### src/rtl/bus_slot_hub_pkg.sv
// Shared types and constants for the bus slot hub and its watchdog.
package bus_slot_hub_pkg;

   typedef enum logic [1:0] {
      StIdle,
      StWait,
      StDone
   } state_e;

   localparam logic [31:0] DefaultErrData = 32'hDEAD_BEEF;
   localparam int unsigned SlotIdxW       = 4;

   // The base must sit on a boundary covering all 16 possible slot windows.
   function automatic logic base_aligned(input logic [31:0] base, input int unsigned window_bits);
      logic [31:0] mask;
      mask = (32'd1 << (window_bits + SlotIdxW)) - 32'd1;
      return (base & mask) == 32'd0;
   endfunction

endpackage

### src/rtl/bus_watchdog.sv
// Cycle counter with enable/clear; pulses o_timeout on the enabled cycle
// where the count has reached TIMEOUT-1.
module bus_watchdog #(
   parameter int unsigned TIMEOUT = 15
) (
   input  logic i_clk,
   input  logic i_rst_n,
   input  logic i_en,
   input  logic i_clear,
   output logic o_timeout
);

   logic [7:0] r_count;

   always_ff @(posedge i_clk or negedge i_rst_n) begin
      if (!i_rst_n) begin
         r_count <= 8'd0;
      end else if (i_clear) begin
         r_count <= 8'd0;
      end else if (i_en) begin
         r_count <= r_count + 8'd1;
      end
   end

   assign o_timeout = i_en && (r_count == 8'(TIMEOUT - 1));

endmodule

### src/rtl/bus_slot_hub.sv
// Memory-mapped hub: decodes an address window into slots with a watchdog.
// BUS_SLOT_HUB_ERR_COUNT_EN enables the saturating error counter.
module bus_slot_hub
   import bus_slot_hub_pkg::*;
#(
   parameter int unsigned       SLOTS       = 4,
   parameter int unsigned       DATA_W      = 32,
   parameter int unsigned       WINDOW_BITS = 8,
   parameter logic [31:0]       BASE_ADDR   = 32'hFFFF_0000,
   parameter int unsigned       TIMEOUT     = 15,
   parameter logic [DATA_W-1:0] ERR_DATA    = DATA_W'(DefaultErrData)
) (
   input  logic                    i_clk,
   input  logic                    i_rst_n,
   input  logic                    i_read,
   input  logic                    i_write,
   input  logic [31:0]             i_address,
   input  logic [DATA_W-1:0]       i_wdata,
   input  logic [DATA_W/8-1:0]     i_byte_enable,
   output logic [DATA_W-1:0]       o_rdata,
   output logic                    o_ready,
   output logic                    o_bus_error,
   output logic [15:0]             o_err_count,
   output logic [SLOTS-1:0]        o_slot_sel,
   output logic                    o_slot_read,
   output logic                    o_slot_write,
   output logic [WINDOW_BITS-1:0]  o_slot_address,
   output logic [DATA_W-1:0]       o_slot_wdata,
   output logic [DATA_W/8-1:0]     o_slot_byte_enable,
   input  logic [SLOTS*DATA_W-1:0] i_slot_rdata,
   input  logic [SLOTS-1:0]        i_slot_ready
);

   localparam int unsigned TagLsb = WINDOW_BITS + SlotIdxW;
   // A misaligned base would alias windows, so such a build never decodes.
   localparam bit BaseOk = base_aligned(BASE_ADDR, WINDOW_BITS);

   state_e                r_state, w_state_d;
   logic                  r_pend, r_err_pend, r_is_read;
   logic                  r_ready, r_bus_error, r_slot_read, r_slot_write;
   logic [SLOTS-1:0]      r_sel;
   logic [WINDOW_BITS-1:0] r_offset;
   logic [DATA_W-1:0]     r_wdata, r_rdata, r_cap;
   logic [DATA_W/8-1:0]   r_be;

   logic                  w_req, w_in_range, w_idx_ok, w_sel_ready, w_timeout;
   logic                  w_go_wait, w_to_done, w_done_err, w_issue, w_wd_en, w_wd_clr;
   logic [SlotIdxW-1:0]   w_idx;
   logic [DATA_W-1:0]     w_slot_rdata;

   assign w_req       = i_read | i_write;
   assign w_in_range  = BaseOk && (i_address[31:TagLsb] == BASE_ADDR[31:TagLsb]);
   assign w_idx       = i_address[WINDOW_BITS +: SlotIdxW];
   assign w_idx_ok    = {1'b0, w_idx} < 5'(SLOTS);
   assign w_sel_ready = |(i_slot_ready & r_sel);

   always_comb begin
      w_slot_rdata = '0;
      for (int unsigned i = 0; i < SLOTS; i++) begin
         if (r_sel[i]) w_slot_rdata = i_slot_rdata[i*DATA_W +: DATA_W];
      end
   end

   bus_watchdog #(
      .TIMEOUT (TIMEOUT)
   ) u_watchdog (
      .i_clk     (i_clk),
      .i_rst_n   (i_rst_n),
      .i_en      (w_wd_en),
      .i_clear   (w_wd_clr),
      .o_timeout (w_timeout)
   );

   always_comb begin
      w_state_d  = r_state;
      w_go_wait  = 1'b0;
      w_to_done  = 1'b0;
      w_done_err = 1'b0;
      w_issue    = 1'b0;
      w_wd_en    = 1'b0;
      w_wd_clr   = 1'b1;
      unique case (r_state)
         StIdle: begin
            if (w_req && w_in_range) begin
               if (w_idx_ok && !(i_read && i_write)) begin
                  w_state_d = StWait;
                  w_go_wait = 1'b1;
               end else begin
                  w_state_d  = StDone;
                  w_to_done  = 1'b1;
                  w_done_err = 1'b1;
               end
            end
         end
         StWait: begin
            w_wd_en  = 1'b1;
            w_wd_clr = 1'b0;
            if (w_sel_ready) begin
               w_state_d = StDone;
               w_to_done = 1'b1;
            end else if (w_timeout) begin
               w_state_d  = StDone;
               w_to_done  = 1'b1;
               w_done_err = 1'b1;
            end
         end
         StDone: begin
            // First DONE cycle issues the response; then wait for the request to drop.
            w_issue = r_pend;
            if (!r_pend && !w_req) w_state_d = StIdle;
         end
         default: w_state_d = StIdle;
      endcase
   end

   always_ff @(posedge i_clk or negedge i_rst_n) begin
      if (!i_rst_n) begin
         r_state      <= StIdle;
         r_pend       <= 1'b0;
         r_err_pend   <= 1'b0;
         r_is_read    <= 1'b0;
         r_ready      <= 1'b0;
         r_bus_error  <= 1'b0;
         r_slot_read  <= 1'b0;
         r_slot_write <= 1'b0;
         r_sel        <= '0;
         r_offset     <= '0;
         r_wdata      <= '0;
         r_be         <= '0;
         r_rdata      <= '0;
         r_cap        <= '0;
      end else begin
         r_state     <= w_state_d;
         r_pend      <= w_to_done;
         r_ready     <= w_issue;
         r_bus_error <= w_issue & r_err_pend;
         if (w_to_done) r_err_pend <= w_done_err;
         if (r_state == StIdle && w_req && w_in_range) begin
            r_offset  <= i_address[WINDOW_BITS-1:0];
            r_wdata   <= i_wdata;
            r_be      <= i_byte_enable;
            r_is_read <= i_read;
         end
         if (w_go_wait) begin
            r_sel        <= SLOTS'(1) << w_idx;
            r_slot_read  <= i_read;
            r_slot_write <= i_write;
         end
         if (r_state == StWait && w_sel_ready) r_cap <= w_slot_rdata;
         if (w_issue) begin
            r_sel        <= '0;
            r_slot_read  <= 1'b0;
            r_slot_write <= 1'b0;
            if (r_is_read) r_rdata <= r_err_pend ? ERR_DATA : r_cap;
         end
      end
   end

`ifdef BUS_SLOT_HUB_ERR_COUNT_EN
   logic [15:0] r_err_count;

   always_ff @(posedge i_clk or negedge i_rst_n) begin
      if (!i_rst_n) begin
         r_err_count <= 16'd0;
      end else if (w_issue && r_err_pend && (r_err_count != 16'hFFFF)) begin
         r_err_count <= r_err_count + 16'd1;
      end
   end

   assign o_err_count = r_err_count;
`else
   assign o_err_count = 16'd0;
`endif

   assign o_rdata            = r_rdata;
   assign o_ready            = r_ready;
   assign o_bus_error        = r_bus_error;
   assign o_slot_sel         = r_sel;
   assign o_slot_read        = r_slot_read;
   assign o_slot_write       = r_slot_write;
   assign o_slot_address     = r_offset;
   assign o_slot_wdata       = r_wdata;
   assign o_slot_byte_enable = r_be;

endmodule
### config.mk
export PLATFORM = sky130hd
export DESIGN_NAME = bus_slot_hub
export DESIGN_NICKNAME = d
export VERILOG_FILES = /design/src/rtl/bus_slot_hub_pkg.sv /design/src/rtl/bus_watchdog.sv /design/src/rtl/bus_slot_hub.sv
export SDC_FILE = /design/constraint.sdc
export NUM_CORES = 1
export LEC_CHECK = 0
export BUFFER_PORTS_ARGS = -buffer_cell sky130_fd_sc_hd__buf_4
export CELL_PAD_IN_SITES_DETAIL_PLACEMENT = 0
export CELL_PAD_IN_SITES_GLOBAL_PLACEMENT = 1
export CORE_UTILIZATION = 30
export DETAILED_ROUTE_END_ITERATION = 6
export MAX_ROUTING_LAYER = met4
export PLACE_DENSITY_LB_ADDON = 0.12
export SKIP_CTS_REPAIR_TIMING = 1
export SYNTH_ARGS = -nofsm -noshare
export SYNTH_HDL_FRONTEND = slang
export SYNTH_SLANG_ARGS = --single-unit
### constraint.sdc
create_clock -name i_clk -period 2.5 [get_ports i_clk]
set_input_delay 0.25 -clock i_clk [delete_from_list [all_inputs] [get_ports i_clk]]
set_output_delay 0.25 -clock i_clk [all_outputs]
set_load 0.05 [all_outputs]
## Word-level counts from Yosys, hierarchy flattened

Cells that the tools add are included.

- Register bits after elaboration: 129
- Input bits: 204
- Output and inout port bits: 100
- Logic and storage cells: 76

- Add/sub/neg operators: 1
- Magnitude comparators: 1
- Eq/ne operators: 8
- Shift operators: 1
- Mux-type cells: 31
- Bitwise logic cells: 3
- Reduce and logical (&&, ||, !) cells: 16

Operators by type and width:

| kind | count |
|---|---|
| $mux W32 | 5 |
| $eq A20 B20 Y1 const B | 1 |
| $mux W8 | 2 |
| $mux W1 | 14 |
| $mux W2 | 5 |
| $add A8 B1 Y8 const B | 1 |
| $eq A8 B4 Y1 const B | 1 |
| $logic_and A1 B1 Y1 | 8 |
| $mux W4 | 2 |
| $pmux W2 S3 | 1 |
| $and A4 B4 Y4 | 1 |
| $lt A4 B3 Y1 const B | 1 |
| $ne A2 B2 Y1 const B | 2 |
| $pmux W1 S2 | 2 |
| $reduce_or A4 Y1 | 1 |
| $shl A1 B4 Y4 const A | 1 |
| $logic_not A1 Y1 | 3 |
| $ne A3 B2 Y1 const B | 1 |
| $reduce_and A3 Y1 | 1 |
| $eq A2 B1 Y1 const B | 1 |
| $eq A2 B2 Y1 const B | 1 |
| $logic_not A2 Y1 | 1 |
| $ne A2 B1 Y1 const B | 1 |
| $reduce_and A2 Y1 | 1 |
| 3 further kinds | 3 |

## Longest topological paths before layout

- Depth after elaboration: 8
- Gate-level depth with buffers: 7
- Gate-level depth less buffers: 6

## Modules after synthesis

Synthesis repeated with hierarchy kept, for this count alone.

- Cell total of the unflattened synthesis: 619
- Area, all modules: 6253.5 sq um

By module, submodules not included:

| module | times used | cells an instance | area each (sq um) | sequential area each (sq um) |
|---|---|---|---|---|
| bus_slot_hub | 1 | 578 | 5843.1 | 3027.9 |
| bus_watchdog | 1 | 41 | 410.4 | 200.2 |

## Worst setup path after synthesis

OpenSTA, ideal clock, no wires.

- Kind: register to register
- Start: register r_sel[1], in the netlist o_slot_sel[1]
- End: register r_cap[24]
- Setup time: 0.082 ns
- Arrival time: 1.973 ns
- Data required time: 2.418 ns
- Setup slack: 0.445 ns
- Stages on the path, launching flop included: 8
- Period minus slack after synthesis: 2.055 ns
- Path through: dfrtp_1 > clkbuf_1 > a22oi_1 > a21oi_1 > clkbuf_1 > buf_1 > nor2_1 > a31oi_1

- Word-level cells in the longest chain between the ends: 3

RTL lines:

| what | RTL line | source |
|---|---|---|
| start, declared | bus_slot_hub.sv:41 | `logic [SLOTS-1:0] r_sel;` |
| start signal, assigned | bus_slot_hub.sv:145 | `r_sel <= SLOTS'(1) << w_idx;` |
| $mux W32 or $and A4 B4 Y4 (tied branches) | bus_slot_hub.sv:60, bus_slot_hub.sv:55 |  |
| $mux W32 or $reduce_or A4 Y1 (tied branches) | bus_slot_hub.sv:60, bus_slot_hub.sv:55 |  |
| $mux W32 or $logic_and A1 B1 Y1 (tied branches) | bus_slot_hub.sv:60, bus_slot_hub.sv:149 |  |
| end signal, assigned | bus_slot_hub.sv:149 | `if (r_state == StWait && w_sel_ready) r_cap <= w_slot_rdata;` |
| end, declared | bus_slot_hub.sv:43 | `logic [DATA_W-1:0] r_wdata, r_rdata, r_cap;` |

Several ways; a longest one is shown, not always the timed one.
A chain may end at the register's enable or synchronous reset.

## Worst setup path after layout

- Start: register r_state[1]
- End: register r_wdata[29], in the netlist o_slot_wdata[29]

- Word-level cells in the longest chain between the ends: 3

RTL lines:

| what | RTL line | source |
|---|---|---|
| start, declared | bus_slot_hub.sv:38 | `state_e r_state, w_state_d;` |
| start signal, assigned | bus_slot_hub.sv:118 | `r_state <= StIdle;` |
| start signal, assigned | bus_slot_hub.sv:133 | `r_state <= w_state_d;` |
| $logic_not A2 Y1 | bus_slot_hub.sv:138 | `if (r_state == StIdle && w_req && w_in_range) begin` |
| $logic_and A1 B1 Y1 (2 in series) | bus_slot_hub.sv:138 |  |
| end signal, assigned | bus_slot_hub.sv:140 | `r_wdata <= i_wdata;` |
| end, declared | bus_slot_hub.sv:43 |  |

No other way between the ends.

==> results.py <==
metrics = {
    "run_status": {
        "outcome": "complete, no violations",
    },
    "clocking": {
        "cts_made_buffers": 17,
        "htreeDepth": 4,
        "cts.clk_slew.worst_paths_ns": 0.06,
        "clock_latency_ns": 0.41,
        "cts_tree": "yes",
        "cts-root-buf": "clkbuf_16",
        "clkSinkCount": 129,
        "cts.path.max_buffers": 2,
    },
    "route": {
        "antenna_left": 0,
        "wirelength_mm": 19.2,
        "via_count": 5425,
        "viasPerCell": 4.71,
        "wl_per_cell_um": 16.6,
        "drt-initial-drc-count": 212,
        "drcViolationCount": 0,
        "dr.pass1.iters": 5,
    },
    "power": {
        "totalPowerFinal_w": 0.00514,
        "p_leak_nw": 4.89,
        "power_density_nw_per_um2": 559,
        "vdd_ir_drop_max_mv": 0.414,
    },
    "setup_path": {
        "cp_slowest_cell": "or4bb_1",
        "crit_path_end_kind": "flip-flop",
        "cp.required_ns": 2.79,
        "rr_endpoint": "o_slot_wdata[29]$_DFFE_PN0P_",
        "r2r_slack_ns": 0.40,
        "worstPathArrival_ns": 2.39,
        "critPathKind": "reg -> reg",
        "cp-start-kind": "flip-flop",
        "path_max_fanout": 39,
        "crit_path_max_incr_delay_ns": 0.57,
        "crit_buf_inv": 1,
        "reg2reg_from": "r_state[1]$_DFFE_PN0P_",
        "r2r_cells": 5,
        "crit_family": "simple AND/OR/NAND/NOR gates",
        "path_cells": "or4bb_1 > nor4_4 > nand2_2 > buf_12 > mux2_4",
    },
    "global_routing": {
        "grt_pass1_vias": 5604,
        "grt_max_degree": 67,
        "grt_usage_pct": 19.0,
        "grt_first_pass_wirelength_mm": 30.4,
        "antenna_found_initial": 0,
        "grt-ovfl-total": 0,
    },
    "sta": {
        "period_share_pct": 83.9,
        "fin_worst_skew_ns": 0.00858,
        "hold_viol_final": 0,
        "setup_viol": 0,
        "worst_slew_pin_slew_ns": 0.723,
        "period_needed_ns": 2.10,
        "fin_hold_ws_ns": 0.0698,
        "fin_setup_tns_ns": 0,
        "slew_headroom_pct": 51.8,
        "rsz0062_at_grt": "no",
        "slew_viol_final": 0,
        "fmax_mhz": 477,
    },
    "cells_and_area": {
        "drive_gt1_share_pct": 43.5,
        "fill_cells": 1930,
        "nets": 1081,
        "postLayoutCoreUtil_pct": 46.5,
        "diodes": 0,
        "instances_no_fill": 1153,
        "area.growth.synth_to_final_pct": 50.0,
        "multiInputGateArea_um2": 2540,
        "seqCellArea_um2": 3230,
    },
    "yosys": {
        "syn_inst": 599,
        "synth-edff-count": 0,
        "yosysTopAreaCellShare_pct": 52.6,
        "synth_area_leaders": "dfrtp_1, mux2_2, nand2_1",
        "synth_area_um2": 6130,
        "synth_seq_cells": 129,
        "synth_cell_type_count": 38,
        "async_flop_share_pct": 100,
        "synth.largest_area_cell": "dfrtp_1",
        "syn_area_per_cell_um2": 10.2,
        "ys.flop_type": "dfrtp_1",
        "yosys_warnings": 0,
        "ys_seq_area_share_pct": 52.6,
    },
    "worst_hold_path": {
        "hold_path_class": "in -> reg",
        "hold_path_end": "o_slot_wdata[30]$_DFFE_PN0P_",
        "min_from": "i_wdata[30]",
        "min_path_cells": 2,
    },
    "floorplanning": {
        "num_io_pins": 304,
        "rows": 51,
        "coreArea_um2": 19800,
        "initial_core_util_pct": 31.0,
        "die_w_um": 145,
        "die_y_um": 145,
        "dieArea_um2": 21000,
    },
    "placement": {
        "io_buffers": 287,
        "dp_cells": 1120,
        "place_hpwl_mm": 14.2,
        "gp_congestion": 0.797,
    },
    "job": {
        "max-cap-violations": 0,
    },
}
-- synthesized netlist by cell type, drive strengths merged, types with 2 or more instances --
cell    instances
dfrtp         129
nand2          73
nor2           66
mux2           45
inv            37
o21ai          35
clkbuf         33
a211o          31
a221oi         31
a31oi          31
buf            27
nand2b         10
nand3           7
a21oi           6
mux2i           6
xor2            4
a22oi           3
nand4           3
nor4            3
and3            2
ha              2
nand4b          2
o211ai          2
xnor2           2
-- routing by layer --
layer,up-vias,track usage [%],part of all wire (%)
met5,-,-,0
met4,0,4.36,0.95
met3,13,4.06,4.9
met2,176,33.1,53
met1,2616,22.3,41
li1,2620,-,-
-- where the power goes --
| group | total (W) | internal, W | switching [W] |
|---|---|---|---|
| registers | 0.00209 | 0.00209 | 0.0000000226 |
| logic | 0.000388 | 0.000220 | 0.000167 |
| clock network | 0.00267 | 0.00173 | 0.000942 |
-- cells in the final DEF, fill, tap and decap left out, types with 2 or more instances in the layout --
cell / synthesis / final
clkbuf_16: 0 / 17
nand4b_1: 2 / 2
buf_12: 0 / 4
a31oi_1: 31 / 31
mux2_4: 17 / 17
nor4_1: 2 / 2
mux2_2: 28 / 28
nand2b_1: 10 / 10
buf_4: 17 / 296
bufinv_16: 0 / 4
nor2_1: 66 / 66
nand2_1: 73 / 71
a221oi_1: 31 / 31
o211ai_1: 2 / 2
nand4_1: 3 / 3
mux2i_1: 6 / 6
clkbuf_8: 0 / 2
dfrtp_1: 129 / 127
nand3_1: 7 / 7
o21ai_0: 35 / 35
dfrtp_2: 0 / 2
xor2_1: 4 / 4
a211o_1: 31 / 31
a22oi_1: 3 / 3
clkinvlp_4: 0 / 4
xnor2_1: 2 / 2
ha_1: 2 / 2
clkinv_4: 0 / 2
and3_1: 2 / 2
conb_1: 1 / 16
a21oi_1: 6 / 5
nand2_2: 0 / 2
inv_1: 37 / 37
-- through the flow --
stage,setup slack (ns),instance area (um^2)
after detailed placement,0.381,8560
after CTS,0.388,9190
after global routing,0.296,9200
after global placement,0.420,8560
after floorplan,0.445,6190
final,0.403,9200
-- cells by family after synthesis --
group | count (synthesis) | share of synthesized area (%)
other | 1 | 0.0611
buffers and inverters | 97 | 7.26
XOR/XNOR | 6 | 0.857
AO/OA/AOI/OAI | 142 | 16.3
flip-flops | 129 | 52.6
AND/OR/NAND/NOR | 171 | 12.2
adder cells (fa/ha/maj) | 2 | 0.408
multiplexers | 51 | 10.3
-- sequential cells by signal (all words and copies together), names as in the netlist --
signal / count
o_slot_sel: 4
o_slot_read: 1
r_cap: 32
r_err_pend: 1
r_pend: 1
o_ready: 1
r_state: 2
r_is_read: 1
o_slot_address: 8
o_slot_wdata: 32
o_slot_write: 1
o_bus_error: 1
o_slot_byte_enable: 4
u_watchdog.r_count: 8
o_rdata: 32
-- worst register-to-register path, stage by stage, from the launching register on --
cell and delay, ns:
dfrtp_1 0.41, or4bb_1 0.57, nor4_4 0.18, nand2_2 0.22, buf_12 0.26, mux2_4 0.34
-- final cells by class --
class / instances / share of cell area (%)
flip-flops and latches: 129 / 35.1
clock buffers: 20 / 4.96
clock inverters: 12 / 1.97
inverters: 37 / 1.51
repair buffers: 302 / 25.2
multi-input cells: 388 / 27.6
well taps: 265 / 3.60
-- worst max path at each step --
stage | startpoint | to | slack (ns) | cells past startpoint
finish | r_state[1]$_DFFE_PN0P_ | o_slot_wdata[29]$_DFFE_PN0P_ | 0.40 | 5
global route | r_state[1]$_DFFE_PN0P_ | o_slot_wdata[29]$_DFFE_PN0P_ | 0.30 | 5
CTS | r_state[1]$_DFFE_PN0P_ | o_slot_wdata[29]$_DFFE_PN0P_ | 0.39 | 5
detailed placement | i_address[13] | o_slot_address[1]$_DFFE_PN0P_ | 0.38 | 6
global placement | i_address[13] | o_slot_wdata[27]$_DFFE_PN0P_ | 0.42 | 6
floorplan | o_slot_sel[1]$_DFFE_PN0P_ | r_cap[24]$_DFFE_PN0P_ | 0.45 | 7
No activity file was read; power rests on OpenSTA's default activity.
